File: src/rtl/alu_regfile_pkg.sv
// Shared types and constants for the bus-mapped ALU register block:
// opcodes, FSM states, register map and STATUS bit positions.
package alu_regfile_pkg;

    typedef enum logic [2:0] {
        OP_ADD = 3'd0,
        OP_SUB = 3'd1,
        OP_AND = 3'd2,
        OP_OR  = 3'd3,
        OP_XOR = 3'd4,
        OP_MUL = 3'd5,
        OP_SHL = 3'd6,
        OP_SHR = 3'd7
    } alu_op_e;

    typedef enum logic [1:0] {
        ST_IDLE = 2'd0,
        ST_EXEC = 2'd1,
        ST_MUL  = 2'd2
    } state_e;

    localparam int REG_OPA    = 0;
    localparam int REG_OPB    = 1;
    localparam int REG_CTRL   = 2;
    localparam int REG_STATUS = 3;
    localparam int REG_RES_LO = 4;
    localparam int REG_RES_HI = 5;

    localparam int STAT_BUSY = 0;
    localparam int STAT_DONE = 1;
    localparam int STAT_ERR  = 2;

endpackage

File: src/rtl/alu_regfile_if.sv
// Register bus plus result/status outputs of the ALU register block.
interface alu_regfile_if #(
    parameter int DATA_WIDTH = 8,
    parameter int ADDR_WIDTH = 3
);
    logic [ADDR_WIDTH-1:0]   addr;
    logic [DATA_WIDTH-1:0]   wr_data;
    logic                    rd_wr;
    logic                    enable;
    logic [DATA_WIDTH-1:0]   rd_data;
    logic [2*DATA_WIDTH-1:0] res_out;
    logic                    res_valid;
    logic                    busy;

    modport master (
        output addr, wr_data, rd_wr, enable,
        input  rd_data, res_out, res_valid, busy
    );

    modport slave (
        input  addr, wr_data, rd_wr, enable,
        output rd_data, res_out, res_valid, busy
    );
endinterface

File: src/rtl/shift_add_mul.sv
// Iterative unsigned shift-add multiplier: one partial product per cycle,
// DATA_WIDTH iterations; done/product are presented during the final iteration.
module shift_add_mul #(
    parameter int DATA_WIDTH = 8
) (
    input  logic                    clk,
    input  logic                    reset,
    input  logic                    start,
    input  logic [DATA_WIDTH-1:0]   a,
    input  logic [DATA_WIDTH-1:0]   b,
    output logic                    done,
    output logic [2*DATA_WIDTH-1:0] product
);
    localparam int CW = $clog2(DATA_WIDTH);

    logic                    run_r;
    logic [CW-1:0]           cnt_r;
    logic [2*DATA_WIDTH-1:0] acc_r;
    logic [2*DATA_WIDTH-1:0] mcand_r;
    logic [DATA_WIDTH-1:0]   mplier_r;
    logic [2*DATA_WIDTH-1:0] addend_s;
    logic [2*DATA_WIDTH-1:0] acc_next_s;

    // Partial-product accumulation for the current iteration.
    always_comb begin
        if (mplier_r[0]) begin
            addend_s = mcand_r;
        end else begin
            addend_s = '0;
        end
        acc_next_s = acc_r + addend_s;
    end

    // The core captures product on the same edge that retires the last iteration.
    assign done    = run_r && (cnt_r == CW'(DATA_WIDTH - 1));
    assign product = acc_next_s;

    // Operand load on start, then one shift-add step per cycle.
    always_ff @(posedge clk or posedge reset) begin
        if (reset) begin
            run_r    <= 1'b0;
            cnt_r    <= '0;
            acc_r    <= '0;
            mcand_r  <= '0;
            mplier_r <= '0;
        end else if (start) begin
            run_r    <= 1'b1;
            cnt_r    <= '0;
            acc_r    <= '0;
            mcand_r  <= {{DATA_WIDTH{1'b0}}, a};
            mplier_r <= b;
        end else if (run_r) begin
            acc_r    <= acc_next_s;
            mcand_r  <= mcand_r << 1;
            mplier_r <= mplier_r >> 1;
            cnt_r    <= cnt_r + CW'(1);
            if (done) begin
                run_r <= 1'b0;
            end
        end
    end

endmodule

File: src/rtl/alu_regfile_core.sv
// Bus-mapped ALU: operand/control register file, start/busy/done FSM,
// single-cycle datapath and an iterative multiplier for MUL.
module alu_regfile_core
    import alu_regfile_pkg::*;
#(
    parameter int DATA_WIDTH = 8,
    parameter int ADDR_WIDTH = 3
) (
    input  logic         clk,
    input  logic         reset,
    alu_regfile_if.slave bus
);
    localparam logic [DATA_WIDTH-1:0] SHIFT_MOD = DATA_WIDTH'(DATA_WIDTH);

    logic [DATA_WIDTH-1:0]   opa_r, opb_r, a_snap_r, b_snap_r, rd_data_r;
    alu_op_e                 op_r, op_snap_r;
    state_e                  state_r;
    logic                    busy_r, done_r, err_r, res_valid_r;
    logic [2*DATA_WIDTH-1:0] res_r;

    logic                    wr_s, rd_s, start_req_s, status_rd_s;
    logic                    finish_s, can_start_s, mul_start_s, mul_done_s;
    alu_op_e                 new_op_s;
    logic [2*DATA_WIDTH-1:0] mul_product_s, alu_res_s, fin_res_s;
    logic [DATA_WIDTH-1:0]   status_s, rd_next_s;

    function automatic logic [2*DATA_WIDTH-1:0] alu_eval(
        input alu_op_e               op,
        input logic [DATA_WIDTH-1:0] a,
        input logic [DATA_WIDTH-1:0] b
    );
        logic [2*DATA_WIDTH-1:0] wa, wb;
        logic [DATA_WIDTH-1:0]   sh;
        logic [DATA_WIDTH:0]     diff;
        wa   = {{DATA_WIDTH{1'b0}}, a};
        wb   = {{DATA_WIDTH{1'b0}}, b};
        sh   = b % SHIFT_MOD;
        diff = {1'b0, a} - {1'b0, b};
        case (op)
            OP_ADD:  alu_eval = wa + wb;
            OP_SUB:  alu_eval = {{(DATA_WIDTH-1){1'b0}}, diff};
            OP_AND:  alu_eval = wa & wb;
            OP_OR:   alu_eval = wa | wb;
            OP_XOR:  alu_eval = wa ^ wb;
            OP_SHL:  alu_eval = wa << sh;
            OP_SHR:  alu_eval = wa >> sh;
            default: alu_eval = '0;
        endcase
    endfunction

    // A new START is taken whenever the FSM is idle or retiring on this same edge.
    assign wr_s        = bus.enable && !bus.rd_wr;
    assign rd_s        = bus.enable && bus.rd_wr;
    assign start_req_s = wr_s && (bus.addr == ADDR_WIDTH'(REG_CTRL)) && bus.wr_data[DATA_WIDTH-1];
    assign status_rd_s = rd_s && (bus.addr == ADDR_WIDTH'(REG_STATUS));
    assign new_op_s    = alu_op_e'(bus.wr_data[2:0]);
    assign finish_s    = (state_r == ST_EXEC) || ((state_r == ST_MUL) && mul_done_s);
    assign can_start_s = (state_r == ST_IDLE) || finish_s;
    assign mul_start_s = start_req_s && can_start_s && (new_op_s == OP_MUL);
    assign alu_res_s   = alu_eval(op_snap_r, a_snap_r, b_snap_r);
    assign fin_res_s   = (state_r == ST_MUL) ? mul_product_s : alu_res_s;

    shift_add_mul #(.DATA_WIDTH(DATA_WIDTH)) u_mul (
        .clk     (clk),
        .reset   (reset),
        .start   (mul_start_s),
        .a       (opa_r),
        .b       (opb_r),
        .done    (mul_done_s),
        .product (mul_product_s)
    );

    // Read-data mux over the register map; reserved addresses read zero.
    always_comb begin
        status_s            = '0;
        status_s[STAT_BUSY] = busy_r;
        status_s[STAT_DONE] = done_r;
        status_s[STAT_ERR]  = err_r;
        case (bus.addr)
            ADDR_WIDTH'(REG_OPA):    rd_next_s = opa_r;
            ADDR_WIDTH'(REG_OPB):    rd_next_s = opb_r;
            ADDR_WIDTH'(REG_CTRL):   rd_next_s = {{(DATA_WIDTH-3){1'b0}}, op_r};
            ADDR_WIDTH'(REG_STATUS): rd_next_s = status_s;
            ADDR_WIDTH'(REG_RES_LO): rd_next_s = res_r[DATA_WIDTH-1:0];
            ADDR_WIDTH'(REG_RES_HI): rd_next_s = res_r[2*DATA_WIDTH-1:DATA_WIDTH];
            default:                 rd_next_s = '0;
        endcase
    end

    // Operand and opcode registers; writes land even while an operation runs.
    always_ff @(posedge clk or posedge reset) begin
        if (reset) begin
            opa_r <= '0;
            opb_r <= '0;
            op_r  <= OP_ADD;
        end else if (wr_s) begin
            case (bus.addr)
                ADDR_WIDTH'(REG_OPA):  opa_r <= bus.wr_data;
                ADDR_WIDTH'(REG_OPB):  opb_r <= bus.wr_data;
                ADDR_WIDTH'(REG_CTRL): op_r  <= new_op_s;
                default: ;
            endcase
        end
    end

    // Registered read data, held between reads.
    always_ff @(posedge clk or posedge reset) begin
        if (reset) begin
            rd_data_r <= '0;
        end else if (rd_s) begin
            rd_data_r <= rd_next_s;
        end
    end

    // Control FSM, sticky flags and result capture; later assignments take priority.
    always_ff @(posedge clk or posedge reset) begin
        if (reset) begin
            state_r     <= ST_IDLE;
            busy_r      <= 1'b0;
            done_r      <= 1'b0;
            err_r       <= 1'b0;
            res_valid_r <= 1'b0;
            res_r       <= '0;
            a_snap_r    <= '0;
            b_snap_r    <= '0;
            op_snap_r   <= OP_ADD;
        end else begin
            res_valid_r <= 1'b0;
            if (status_rd_s) begin
                done_r <= 1'b0;
                err_r  <= 1'b0;
            end
            if (finish_s) begin
                res_r       <= fin_res_s;
                res_valid_r <= 1'b1;
                done_r      <= 1'b1;
                busy_r      <= 1'b0;
                state_r     <= ST_IDLE;
            end else if ((state_r != ST_IDLE) && (state_r != ST_MUL)) begin
                busy_r  <= 1'b0;
                state_r <= ST_IDLE;
            end
            if (start_req_s) begin
                if (can_start_s) begin
                    a_snap_r  <= opa_r;
                    b_snap_r  <= opb_r;
                    op_snap_r <= new_op_s;
                    busy_r    <= 1'b1;
                    done_r    <= 1'b0;
                    state_r   <= (new_op_s == OP_MUL) ? ST_MUL : ST_EXEC;
                end else begin
                    err_r <= 1'b1;
                end
            end
        end
    end

    assign bus.rd_data   = rd_data_r;
    assign bus.res_out   = res_r;
    assign bus.res_valid = res_valid_r;
    assign bus.busy      = busy_r;

endmodule

File: src/flat_wrapper.sv
// flat-port wrapper written by rule: the top's interface ports become plain ports
module alu_regfile_core_flat import alu_regfile_pkg::*;
#(
    parameter int DATA_WIDTH = 8,
    parameter int ADDR_WIDTH = 3
)
  (clk, reset, bus_addr, bus_wr_data, bus_rd_wr, bus_enable, bus_rd_data, bus_res_out, bus_res_valid, bus_busy);
  alu_regfile_if #(.DATA_WIDTH(DATA_WIDTH), .ADDR_WIDTH(ADDR_WIDTH)) bus_i ();
  input  logic clk;
  input  logic reset;
  input wire logic [$bits(bus_i.addr)-1:0] bus_addr;
  input wire logic [$bits(bus_i.wr_data)-1:0] bus_wr_data;
  input wire logic [$bits(bus_i.rd_wr)-1:0] bus_rd_wr;
  input wire logic [$bits(bus_i.enable)-1:0] bus_enable;
  output wire logic [$bits(bus_i.rd_data)-1:0] bus_rd_data;
  output wire logic [$bits(bus_i.res_out)-1:0] bus_res_out;
  output wire logic [$bits(bus_i.res_valid)-1:0] bus_res_valid;
  output wire logic [$bits(bus_i.busy)-1:0] bus_busy;
  assign bus_i.addr = bus_addr;
  assign bus_i.wr_data = bus_wr_data;
  assign bus_i.rd_wr = bus_rd_wr;
  assign bus_i.enable = bus_enable;
  assign bus_rd_data = bus_i.rd_data;
  assign bus_res_out = bus_i.res_out;
  assign bus_res_valid = bus_i.res_valid;
  assign bus_busy = bus_i.busy;
  alu_regfile_core #(.DATA_WIDTH(DATA_WIDTH), .ADDR_WIDTH(ADDR_WIDTH)) u_core (.clk(clk), .reset(reset), .bus(bus_i));
endmodule
File: config.mk
export PLATFORM = sky130hd
export DESIGN_NAME = alu_regfile_core_flat
export DESIGN_NICKNAME = d
export VERILOG_FILES = /design/src/rtl/alu_regfile_pkg.sv /design/src/rtl/alu_regfile_if.sv /design/src/rtl/shift_add_mul.sv /design/src/rtl/alu_regfile_core.sv /design/src/flat_wrapper.sv
export SDC_FILE = /design/constraint.sdc
export NUM_CORES = 1
export LEC_CHECK = 0
export CAP_MARGIN = 20
export CORE_MARGIN = 5
export CORE_UTILIZATION = 50
export CTS_CLUSTER_SIZE = 30
export DETAILED_ROUTE_END_ITERATION = 10
export HOLD_SLACK_MARGIN = 0.08
export PLACE_DENSITY = 0.75
export SLEW_MARGIN = 20
export SYNTH_ARGS = -nofsm -noshare
export SYNTH_HDL_FRONTEND = slang
export SYNTH_SLANG_ARGS = --single-unit
File: constraint.sdc
create_clock -name clk -period 3.3 [get_ports clk]
set_input_delay 0.495 -clock clk [delete_from_list [all_inputs] [get_ports clk]]
set_output_delay 0.495 -clock clk [all_outputs]
set_load 0.03 [all_outputs]
== Yosys cells after proc, flatten, opt, wreduce, memory -nomap -nowiden ==
Cells that the tools add are included.
Word-level totals
  register bits after elaboration: 112
  input bits: 15
  output and inout port bits: 26
Cells by class
  add/sub/neg operators: 4
  eq/ne operators: 16
  shift operators: 2
  multiplexer cells: 32
  bitwise operators: 3
  reduce and logical (&&, ||, !) cells: 22
Operators with widths (number)
  one-hot mux 16 bit (7 select lines): 1
  2-to-1 mux 16 bit: 6
  one-hot mux 8 bit (6 select lines): 1
  == test 3 bit (second input constant): 7
  adder 16 bit: 1
  2-to-1 mux 8 bit: 2
  << shifter 8 x 3 -> 16 bit: 1
  right shift 8 x 3 -> 16 bit: 1
  2-to-1 mux 1 bit: 15
  == test 3 x 2 -> 1 bit (second input constant): 4
  logical AND 1 bit: 10
  2-to-1 mux 2 bit: 5
  adder 8 x 8 -> 9 bit: 1
  subtractor 8 x 8 -> 9 bit: 1
  bitwise AND 8 bit: 1
  bitwise OR 8 bit: 1
  AND reduction 2 bit: 4
  bitwise XOR 8 bit: 1
  == test 3 x 1 -> 1 bit (second input constant): 2
  zero test 3 bit: 2
  2-to-1 mux 3 bit: 2
  nonzero test 2 bit: 2
  adder 3 x 1 -> 3 bit (second input constant): 1
  == test 2 x 1 -> 1 bit (second input constant): 1
  other kinds (5): 6

== Logic depth before layout (Yosys ltp) ==
  depth in word-level cells: 8
  mapped depth: 14
  gate-level depth less buffers: 12

== Cells and area by module ==
A second synthesis with hierarchy kept.
Unflattened totals
  cell total of the unflattened synthesis: 781
  area, all modules: 7484.7 um^2
Modules (own cells, without submodules)
  alu_regfile_core: instances 1, cells each 492, area an instance 4718.3 um^2, seq. area each 1701.6 um^2
  shift_add_mul: instances 1, cells each 289, area an instance 2766.4 um^2, seq. area each 1101.1 um^2

== Worst setup path after synthesis ==
Ideal clock, no wire load.
  path kind: reg2reg
  start point: register u_core.op_snap_r[2]
  end point: register u_core.res_r[6], in the netlist u_core.bus.res_out[6]
  library setup time: 0.126 ns
  arrival: 2.812 ns
  setup slack: 0.361 ns
  cell stages (with the launch flop): 13
  path through: dfrtp_1 clkbuf_1 nor2_1 and2_1 clkbuf_1 mux2i_1 fa_1 a21o_1 a21oi_1 o21bai_1 a21oi_1 xnor2_1 a311o_1
On the way
  word-level cells in the longest chain between the ends: 3
  elaborated cells between the ends (all ways): 9
  those cells by class: 6 x eq/ne; 2 x mux; 1 x reduce/logical
Ends and longest elaborated chain
  start, declared: line alu_regfile_core.sv:16  | alu_op_e op_r, op_snap_r;
  start signal, assigned: line alu_regfile_core.sv:147  | op_snap_r <= new_op_s;
  == test 3 bit (tied with other cells): line alu_regfile_core.sv:39  | case (op)
  one-hot mux 16 bit (7 select lines) *: line alu_regfile_core.sv:39
  2-to-1 mux 16 bit *: line alu_regfile_core.sv:61  | assign fin_res_s = (state_r == ST_MUL) ? mul_product_s : alu_res_s;
  end signal, assigned: line alu_regfile_core.sv:134  | res_r <= fin_res_s;
  end, declared: line alu_regfile_core.sv:19  | logic [2*DATA_WIDTH-1:0] res_r;
Mark *: on every way between the ends. The rest lies on a longest branch, timed or not.
A chain may end at the register's enable or synchronous reset.

== Worst setup path in the final report ==
  start point: register u_core.u_mul.mplier_r[0]
  end point: register u_core.res_r[8], in the netlist u_core.bus.res_out[8]
On the way
  word-level cells in the longest chain between the ends: 3
Ends and longest elaborated chain
  start, declared: line shift_add_mul.sv:20  | logic [DATA_WIDTH-1:0] mplier_r;
  start signal, assigned: line shift_add_mul.sv:55  | mplier_r <= mplier_r >> 1;
  2-to-1 mux 16 bit: line shift_add_mul.sv:26  | if (mplier_r[0]) begin
  adder 16 bit: line shift_add_mul.sv:31  | acc_next_s = acc_r + addend_s;
  2-to-1 mux 16 bit: line alu_regfile_core.sv:61
Every way passes these cells.

==> results.yml <==
global_route:
  grt-ovfl-total: 0
  antenna_found_initial: 0
  grt_max_degree: 57
  first_global_vias: 6017
  grt_util_all_layers_pct: 26.5
  grt_pass1_wl_mm: 34.5
clock_network:
  hold_buffers: 0
  clk_latency_ns: 0.36
  clockBufferDepth: 2
  clock_sinks: 112
  cts_inserted_buffers: 9
  root_buffer: "clkbuf_16"
  cts_tree: "yes"
  clk_pin_slew_worst_paths_ns: 0.09
  cts_resized: 0
  cts_setup_buffers: 0
  cts.htree.levels: 3
route:
  drt-vias-per-instance: 6.31
  wl_mm: 21.4
  wl_per_cell_um: 22.2
  vias: 6079
  ant_nets: 0
  drc_errors: 0
  drtIter0Drc: 804
  dr.pass1.iters: 6
yosys:
  synth_edf_count: 0
  avgSynthCellArea_um2: 9.61
  syn_area_um2: 7180
  ys_async_sr_fraction_pct: 100
  ys_types: 67
  ys_seq_area_share_pct: 39.0
  synth_ff_type: "dfrtp_1"
  ys_ff_latch: 112
  yosysWarnings: 0
  syn_nets: 807
  syn_inst: 747
final_layout:
  layout-drive-gt1-share_pct: 10.3
  fin_util_pct: 58.3
  antennaDiodeCount: 0
  final_cell_mix: "dfrtp_1 (111), nand2_1 (85), nor2_1 (69)"
  final_common_cell: "dfrtp_1"
  area_growth_pct: 13.6
  finalNetCount: 839
floorplan:
  dieHeight_um: 130
  rows: 43
  ioPinCount: 41
  dieArea_um2: 16900
  die_w_um: 130
  start_util_pct: 51.3
  core-area_um2: 14000
worst_setup_path:
  crit_type: "flip-flop to flip-flop"
  regToRegStartpoint: "u_core.u_mul.mplier_r[0]$_DFFE_PP0P_"
  r2r_setup_slack_ns: 0.26
  endpoint_kind: "flip-flop"
  r2r-end: "u_core.bus.res_out[8]$_DFFE_PP0P_"
  cp.required_ns: 3.53
  cp_max_fo: 17
  arrival_ns: 3.27
  reg2reg_depth: 11
  cp-start-kind: "flip-flop"
sta:
  grt_setup_unrepaired: "no"
  fin_worst_skew_ns: 0.0148
  slew_viol_final: 0
  setup_viol_count_final: 0
  fin_tns_setup_ns: 0
  timing_hold_violations_final: 0
  final.min_clock_period_ns: 3.04
  holdWs_ns: 0.490
  fin_ws_ns: 0.261
  worstMarginPinSlew_ns: 0.844
  fin_crit_sh_pct: 92.1
  slew_headroom_pct: 43.6
  fmax_mhz: 329
power:
  power.density_nw_per_um2: 941
  p_leak_nw: 3.38
  finalPower_mw: 7.67
  ir_worst_vdd_v: 0.000457
placement:
  place.gp.congestion: 0.956
  dp_slack_ns: 0.330
  io_buffers: 40
  place_hpwl_mm: 15.8
status:
  outcome: "finished clean"
min_path:
  hold_end: "u_core.bus.rd_data[1]$_DFFE_PP0P_"
  worstHoldStart: "u_core.bus.rd_data[1]$_DFFE_PP0P_"
  worstHoldPathType: "flip-flop to flip-flop"
  hold_depth: 2
run:
  maxCapViolCount: 0
sequential cells by signal (all words and copies together), names as in the netlist, 8 cells and up:
signal	count
u_core.u_mul.acc_r	16
u_core.opb_r	8
u_core.opa_r	8
u_core.bus.rd_data	8
u_core.u_mul.mplier_r	8
u_core.a_snap_r	8
u_core.bus.res_out	16
u_core.b_snap_r	8
u_core.u_mul.mcand_r	16
kinds of logic after synthesis:
| logic type | count (synthesis) | synth area share (%) |
|---|---|---|
| flops | 112 | 39.0 |
| xor+xnor | 25 | 3.26 |
| simple gates | 221 | 14.1 |
| fa+ha+maj | 45 | 8.05 |
| mux | 86 | 15.0 |
| buf+inv | 75 | 4.36 |
| compound gates | 183 | 16.2 |
Yosys cell counts, drive strengths merged, types with 12 or more instances:
master	instances	area (µm²)
ha	43	538
a31oi	12	75.1
nor2	69	259
mux4	14	327
o21ai	64	320
inv	36	135
xnor2	18	158
mux2i	48	480
clkbuf	25	93.8
buf	14	83.8
and2	18	113
a21oi	38	190
mux2	24	270
dfrtp	112	2800
nand2	85	319
layer usage:
layer	global-route usage, %	vias to the layer above	share of wire, %
li1	-	2745	-
met1	38.1	2963	43
met2	39.2	325	43
met3	6.18	46	9.9
met4	10.0	0	3.3
met5	0	-	0
worst max path at each step:
stage	startpoint	to	slack (ns)
2_1_floorplan	u_core.op_snap_r[2]$_DFFE_PP0P_	u_core.bus.res_out[6]$_DFFE_PP0P_	0.36
3_3_place_gp	u_core.u_mul.mplier_r[0]$_DFFE_PP0P_	u_core.bus.res_out[8]$_DFFE_PP0P_	0.43
3_5_place_dp	u_core.u_mul.mplier_r[0]$_DFFE_PP0P_	u_core.bus.res_out[8]$_DFFE_PP0P_	0.33
4_1_cts	u_core.u_mul.mplier_r[0]$_DFFE_PP0P_	u_core.bus.res_out[8]$_DFFE_PP0P_	0.26
5_1_grt	u_core.u_mul.mplier_r[0]$_DFFE_PP0P_	u_core.bus.res_out[8]$_DFFE_PP0P_	0.10
6_report	u_core.u_mul.mplier_r[0]$_DFFE_PP0P_	u_core.bus.res_out[8]$_DFFE_PP0P_	0.26
per-stage QoR:
stage,instances,area [µm²]
2_1_floorplan,747,7180
5_1_grt,964,8160
6_report,964,8160
3_3_place_gp,948,7820
3_5_place_dp,948,7820
4_1_cts,964,8160
where the power goes:
part	leakage, nW	internal [mW]	total [mW]	switching, mW
clock network	0.162	0.636	1.20	0.568
logic	1.91	1.77	4.18	2.40
registers	1.31	1.78	2.29	0.510
total	3.38	4.19	7.67	3.48
cell type report:
cell class | count | area [µm²]
clock buffer | 10 | 239
clock inverter | 6 | 96.3
fill | 1177 | 5830
inverter | 36 | 139
multi-input combinational | 560 | 4070
sequential | 112 | 2800
tap | 180 | 225
timing repair buffer | 60 | 588
critical path, cell delays in order (launching register included):
cell	delay, ns
dfrtp_1	0.67
and2_1	0.21
ha_1	0.17
inv_1	0.06
fa_1	0.41
nor2b_1	0.19
o2111ai_1	0.20
nand2_1	0.16
o41a_1	0.15
o2111ai_1	0.16
o21ai_0	0.37
a31oi_1	0.14
Power figures use the tool's default switching activity.
==> edit 1: new RTL, same flow settings <==
Reset style: synchronous (`reset`), changed in 4 clocked blocks.
--- a/src/rtl/shift_add_mul.sv
+++ b/src/rtl/shift_add_mul.sv
@@ -38,3 +38,3 @@
     // Operand load on start, then one shift-add step per cycle.
-    always_ff @(posedge clk or posedge reset) begin
+    always_ff @(posedge clk) begin
         if (reset) begin
--- a/src/rtl/alu_regfile_core.sv
+++ b/src/rtl/alu_regfile_core.sv
@@ -90,3 +90,3 @@
     // Operand and opcode registers; writes land even while an operation runs.
-    always_ff @(posedge clk or posedge reset) begin
+    always_ff @(posedge clk) begin
         if (reset) begin
@@ -106,3 +106,3 @@
     // Registered read data, held between reads.
-    always_ff @(posedge clk or posedge reset) begin
+    always_ff @(posedge clk) begin
         if (reset) begin
@@ -115,3 +115,3 @@
     // Control FSM, sticky flags and result capture; later assignments take priority.
-    always_ff @(posedge clk or posedge reset) begin
+    always_ff @(posedge clk) begin
         if (reset) begin
Function: differs if reset is asserted again (counterexample within 4 cycles, from zero or initial values and one cycle with reset high); with reset held inactive, the same outputs for 4 cycles.
==> edit 1 against the unedited design <==
Sequential cell count stayed put; synthesized area is 1.3% lower; sequential share of layout area is 6.1 points lower; final cell count is 8.8% higher; first-iteration DRC count is 7.6% higher; worst setup slack better by 150 ps; synthesized cell count is 14% higher; cell area is 2.6% lower; non-clock buffer count stayed put; routed wire length is 0.80% lower; critical path depth is 2 lower.
Power is not compared: it rests on default switching activity, and its combinational part moved more than twofold at a synthesized area within 25%.
==> edit 1: results (changes against the unedited design) <==
The start point of the critical path is u_core.u_mul.mplier_r[0]. The number of nets in the synthesized netlist came out at 908 (+13%). The routed wire length on met3 is 1.94 mm (-8.2%). The number of different library cells in the post-synthesis netlist came out at 65 (-3.0%). The proportion of synthesized chip area in sequential cells came out at 31.6% (-7.4 points).

The number of search-and-repair iterations in the first detailed-routing pass came out at 9 (+3). The slew of the pin with the lowest slew margin is 815 ps (-28.4 ps). The pin count of the biggest net entering global routing is 72 (+26%).

Among cell families on the critical path, the largest total delay comes from simple AND/OR/NAND/NOR gates. The total number of vias came out at 6514 (+7.2%). In the post-synthesis netlist, the biggest area contributors are sky130_fd_sc_hd__dfxtp_1 (32%), sky130_fd_sc_hd__mux2i_1 (9.6%), sky130_fd_sc_hd__ha_1 (7.6%). The most critical setup path has its endpoint at u_core.u_mul.acc_r[12].

The worst slack after detailed placement came out at 437 ps (+107 ps). The final estimated routing congestion in global placement is 0.975 (+1.9%). The count of cells along the worst register-to-register path is 9 (-2). The detailed router's first-iteration violation count is 865 (+7.6%).

The average wire per standard cell was 20.2 um (-8.8%). The number of diodes came to 0 (unchanged). The global-route total usage across every layer came out at 25.4% (-1.1 points).

The commonest cells after synthesis are sky130_fd_sc_hd__nor2_1 (143), sky130_fd_sc_hd__dfxtp_1 (112), sky130_fd_sc_hd__mux2i_1 (68), sky130_fd_sc_hd__a21oi_1 (56), sky130_fd_sc_hd__nand2_1 (52). The fraction of synthesis flops using an asynchronous set or reset pin came to 0% (-100 points). The via count of the first global-routing pass was 5913 (-1.7%). The worst-case IR drop observed on VDD is between 0.3 and 0.4 mV. The met1 wire length is 9.05 mm (-2.4%).

The fraction of layout instances using a drive strength above 1 came out at 7.25% (-3.1 points). The largest stage delay on the critical path is 590 ps (-80 ps). The setup slack on the worst flop-to-flop path is 410 ps (+150 ps). The post-place instance area came out at 7630 um2 (-2.5%). The final-stage net count is 924 (+10%).

The layout filler cell count is 1308 (+11%). The slowest stage cell on the critical path is sky130_fd_sc_hd__dfxtp_1. The area of the mapped netlist came out at 7090 um2 (-1.3%). The first-pass GRT wire length is 32.7 mm (-5.1%). The area used by sequential logic in the layout is 2240 um2 (-20%). The total length of routed met2 wires came out at 9.68 mm (+4.1%). The achievable clock frequency is 346 MHz (+5.1%). The flow ran to the end, and the final reports show no timing, DRC or antenna violations. The half-perimeter wire length after placement came out at 15.7 mm (-1.1%). The clock network latency to the later pin of the worst-skew pair came out at 370 ps. The data arrival time at the worst-slack endpoint came out at 3200 ps (-70 ps). The number of warnings reported in the yosys synthesis log came out at 0 (unchanged). The worst clock skew came out at 12.5 ps (-2.33 ps).

The depth of the CTS H-tree came out at 3 (unchanged). For this run, the leading register cell type out of synthesis is sky130_fd_sc_hd__dfxtp_1.
-- edit 1: tightest hold or removal path, cell delays in order, from the launching register on --
cell	delay (ps)
sky130_fd_sc_hd__dfxtp_1	320
sky130_fd_sc_hd__nand2_1	50
sky130_fd_sc_hd__a21oi_1	60
-- edit 1: routing by layer --
layer / global-route usage [%] / vias up
li1: - / 3077
met1: 34.4 / 3089
met2: 39.7 / 306
met3: 7.17 / 42
met4: 7.60 / 0
met5: 0 / -
-- edit 1: final cells by class --
cell class	instances	area share, %
Tap cell	180	2.83
Sequential cell	112	28.2
Timing Repair Buffer	60	6.86
Clock buffer	9	2.83
Clock inverter	7	1.18
Inverter	28	1.32
Multi-Input combinational cell	653	56.7
-- edit 1: power groups by stage --
stage / Clock [mW] / Sequential (mW) / Combinational (mW)
finish: 1.17 / 1.37 / 0.119
global route: 1.24 / 1.37 / 0.127
CTS: 1.18 / 1.37 / 0.117
detailed placement: 0 / 1.40 / 0.117
global placement: 0 / 1.40 / 0.117
floorplan: 0 / 1.40 / 0.0662
-- edit 1: how the worst min path moves through the flow --
stage                                         to              startpoint  slack (ps)  cells past startpoint
after floorplan                     u_core.err_r            u_core.err_r         430                      2
after global placement              u_core.err_r            u_core.err_r         450                      2
after detailed placement  u_core.u_mul.acc_r[14]  u_core.u_mul.acc_r[14]         460                      2
after CTS                 u_core.u_mul.acc_r[14]  u_core.u_mul.acc_r[14]         480                      2
after global routing      u_core.u_mul.acc_r[14]  u_core.u_mul.acc_r[14]         500                      2
final                               u_core.err_r            u_core.err_r         480                      2
-- edit 1: per-stage QoR --
| step | total power, mW | cells |
|---|---|---|
| 2_1_floorplan | 1.47 | 848 |
| 3_3_place_gp | 1.51 | 1033 |
| 3_5_place_dp | 1.51 | 1033 |
| 6_report | 2.66 | 1049 |
| 4_1_cts | 2.66 | 1049 |
| 5_1_grt | 2.73 | 1049 |
-- edit 1: cells by family after synthesis --
| kind of cell | after synthesis | synth area share [%] |
|---|---|---|
| fa+ha+maj | 45 | 8.16 |
| buf+inv | 83 | 4.75 |
| xor+xnor | 23 | 2.84 |
| compound gates | 189 | 17.7 |
| simple gates | 312 | 20.9 |
| flops | 112 | 31.6 |
| mux | 84 | 14.1 |
==> edit 2: new RTL, same settings <==
Made on the original files. `DATA_WIDTH` is set to 8 in 4 places; all go to 4.
--- a/src/rtl/alu_regfile_if.sv
+++ b/src/rtl/alu_regfile_if.sv
@@ -2,3 +2,3 @@
 interface alu_regfile_if #(
-    parameter int DATA_WIDTH = 8,
+    parameter int DATA_WIDTH = 4,
     parameter int ADDR_WIDTH = 3
--- a/src/rtl/shift_add_mul.sv
+++ b/src/rtl/shift_add_mul.sv
@@ -3,3 +3,3 @@
 module shift_add_mul #(
-    parameter int DATA_WIDTH = 8
+    parameter int DATA_WIDTH = 4
 ) (
--- a/src/rtl/alu_regfile_core.sv
+++ b/src/rtl/alu_regfile_core.sv
@@ -5,3 +5,3 @@
 #(
-    parameter int DATA_WIDTH = 8,
+    parameter int DATA_WIDTH = 4,
     parameter int ADDR_WIDTH = 3
--- a/src/flat_wrapper.sv
+++ b/src/flat_wrapper.sv
@@ -3,3 +3,3 @@
 #(
-    parameter int DATA_WIDTH = 8,
+    parameter int DATA_WIDTH = 4,
     parameter int ADDR_WIDTH = 3
Interface: changed (resized bus_rd_data, bus_res_out and bus_wr_data); port bits go from 41 to 25. No check against the original RTL was run, so the function may have changed too.
==> edit 2 against the unedited design <==
Final cell count down 48%; routed wire length decreased by 59%; total power shrank 54%; synthesized cell count shrank 50%; clock skew shrank 7.4 ps; worst setup slack improved by 330 ps; critical path type unchanged; cell area shrank 47%; synthesized area decreased by 47%; sequential cell count is 49 lower; largest cell class unchanged; count of clock-buffer cells in the layout fell by 1.
==> edit 2: results (changes against the unedited design) <==
The run finished with clean final reports. The met3 routing resource usage after global routing is 3.09% (-3.1 points). The data-path buffer share of cell area in the final layout came to 6.89% (-0.32 points). The sequential portion of the cell area is 36.5% (+2.1 points).

The final-stage net count came to 432 (-49%). The worst clock skew came out at 7.42 ps (-7.37 ps). The number of nets in the synthesized netlist was 409 (-49%).

The final core area utilization is 59.3% (+0.99 points). The power share of the sequential group came out at 34.3% (+4.4 points). The post-place instance area was 4100 um2 (-48%).

The global-route total usage across every layer is 19.6% (-7.0 points). The worst slew slack as a fraction of its limit is 54.1% (+10 points). The clock network latency to the later pin of the worst-skew pair came to 340 ps (-20 ps). The met2 global-route usage is 31.5% (-7.7 points). The number of port buffers is 24 (-40%). The layout filler cell count came to 646 (-45%). The wire length reported by the detailed router came to 8.75 mm (-59%).

The fraction of layout instances using a drive strength above 1 came out at 13.4% (+3.1 points). The worst register-to-register path ends at u_core.bus.res_out[3]. The half-perimeter wire length after placement was 6.53 mm (-59%).

The launch point of the worst hold path is u_core.bus.rd_data[2]. The standby leakage power came out at 1.81 nW (-46%). The routed wire length on met3 is 368 um (-83%). Tracing the worst setup path back leads to its startpoint at u_core.op_snap_r[1]. The root buffer cell chosen for the clock tree is sky130_fd_sc_hd__clkbuf_8. The maximum vdd ir drop came out at 0.765 mV (+67%).

The first-pass GRT wire length is 14.7 mm (-57%). The number of different library cells in the post-synthesis netlist is 50 (-25%). The met1 wire length is 3.86 mm (-58%). The total power consumption of the routed design came out at 3.51 mW (-54%). The total number of vias came out at 2940 (-52%). The non-clock buffer total of the final layout came to 30 (-50%). The detailed router's first-iteration violation count came out at 320 (-60%). The worst hold slack came out at 480 ps (-9.98 ps). The internal power is 2.11 mW (-50%).

The data arrival time at the worst-slack endpoint was 2920 ps (-350 ps). The proportion of synthesized chip area in sequential cells is 41.7% (+2.7 points). By count the netlist is led by sky130_fd_sc_hd__dfrtp_1 (63), sky130_fd_sc_hd__nand2_1 (41), sky130_fd_sc_hd__nor2_1 (27), sky130_fd_sc_hd__o21ai_0 (27), sky130_fd_sc_hd__mux2_2 (24). The average wire per standard cell is 17.5 um (-21%). The pin count of the biggest net entering global routing came to 33 (-42%). The clock distribution power came to 0.745 mW (-38%). The clock sink count came out at 63 (-44%). The number of multi-input combinational cells came out at 275 (-51%).

The largest stage delay on the critical path is 540 ps (-130 ps). The met1 capacity usage during global routing is 25.3% (-13 points). The areal power density over the cells is 812 nW/um2 (-14%). The final estimated routing congestion in global placement came out at 0.905 (-5.4%). The average cell area after synthesis came to 10.1 um2 (+5.2%).

The number of cells in the design after placement was 485 (-49%). The total length of routed met2 wires is 4.29 mm (-54%).
[edit 2: changes by cell type after synthesis, moves of 7 or more]
cell                       change
sky130_fd_sc_hd__nand2_1      -44
sky130_fd_sc_hd__and2_1       -12
sky130_fd_sc_hd__mux2i_1      -26
sky130_fd_sc_hd__dfrtp_1      -49
sky130_fd_sc_hd__a21oi_1      -22
sky130_fd_sc_hd__xnor2_1       -7
sky130_fd_sc_hd__ha_1         -21
sky130_fd_sc_hd__nor2_1       -42
sky130_fd_sc_hd__clkbuf_1     -15
sky130_fd_sc_hd__buf_2         -9
sky130_fd_sc_hd__mux4_2        -8
sky130_fd_sc_hd__inv_1        -17
sky130_fd_sc_hd__o21ai_0      -35
sky130_fd_sc_hd__a31oi_1      -10
[edit 2: logic make-up after synthesis]
family                   synth area share, %
AND/OR/NAND/NOR                         13.9
multiplexers                            14.8
flip-flops                              41.7
AO/OA/AOI/OAI                           14.1
XOR/XNOR                                2.78
buffers and inverters                   4.40
adder cells (fa/ha/maj)                 8.34
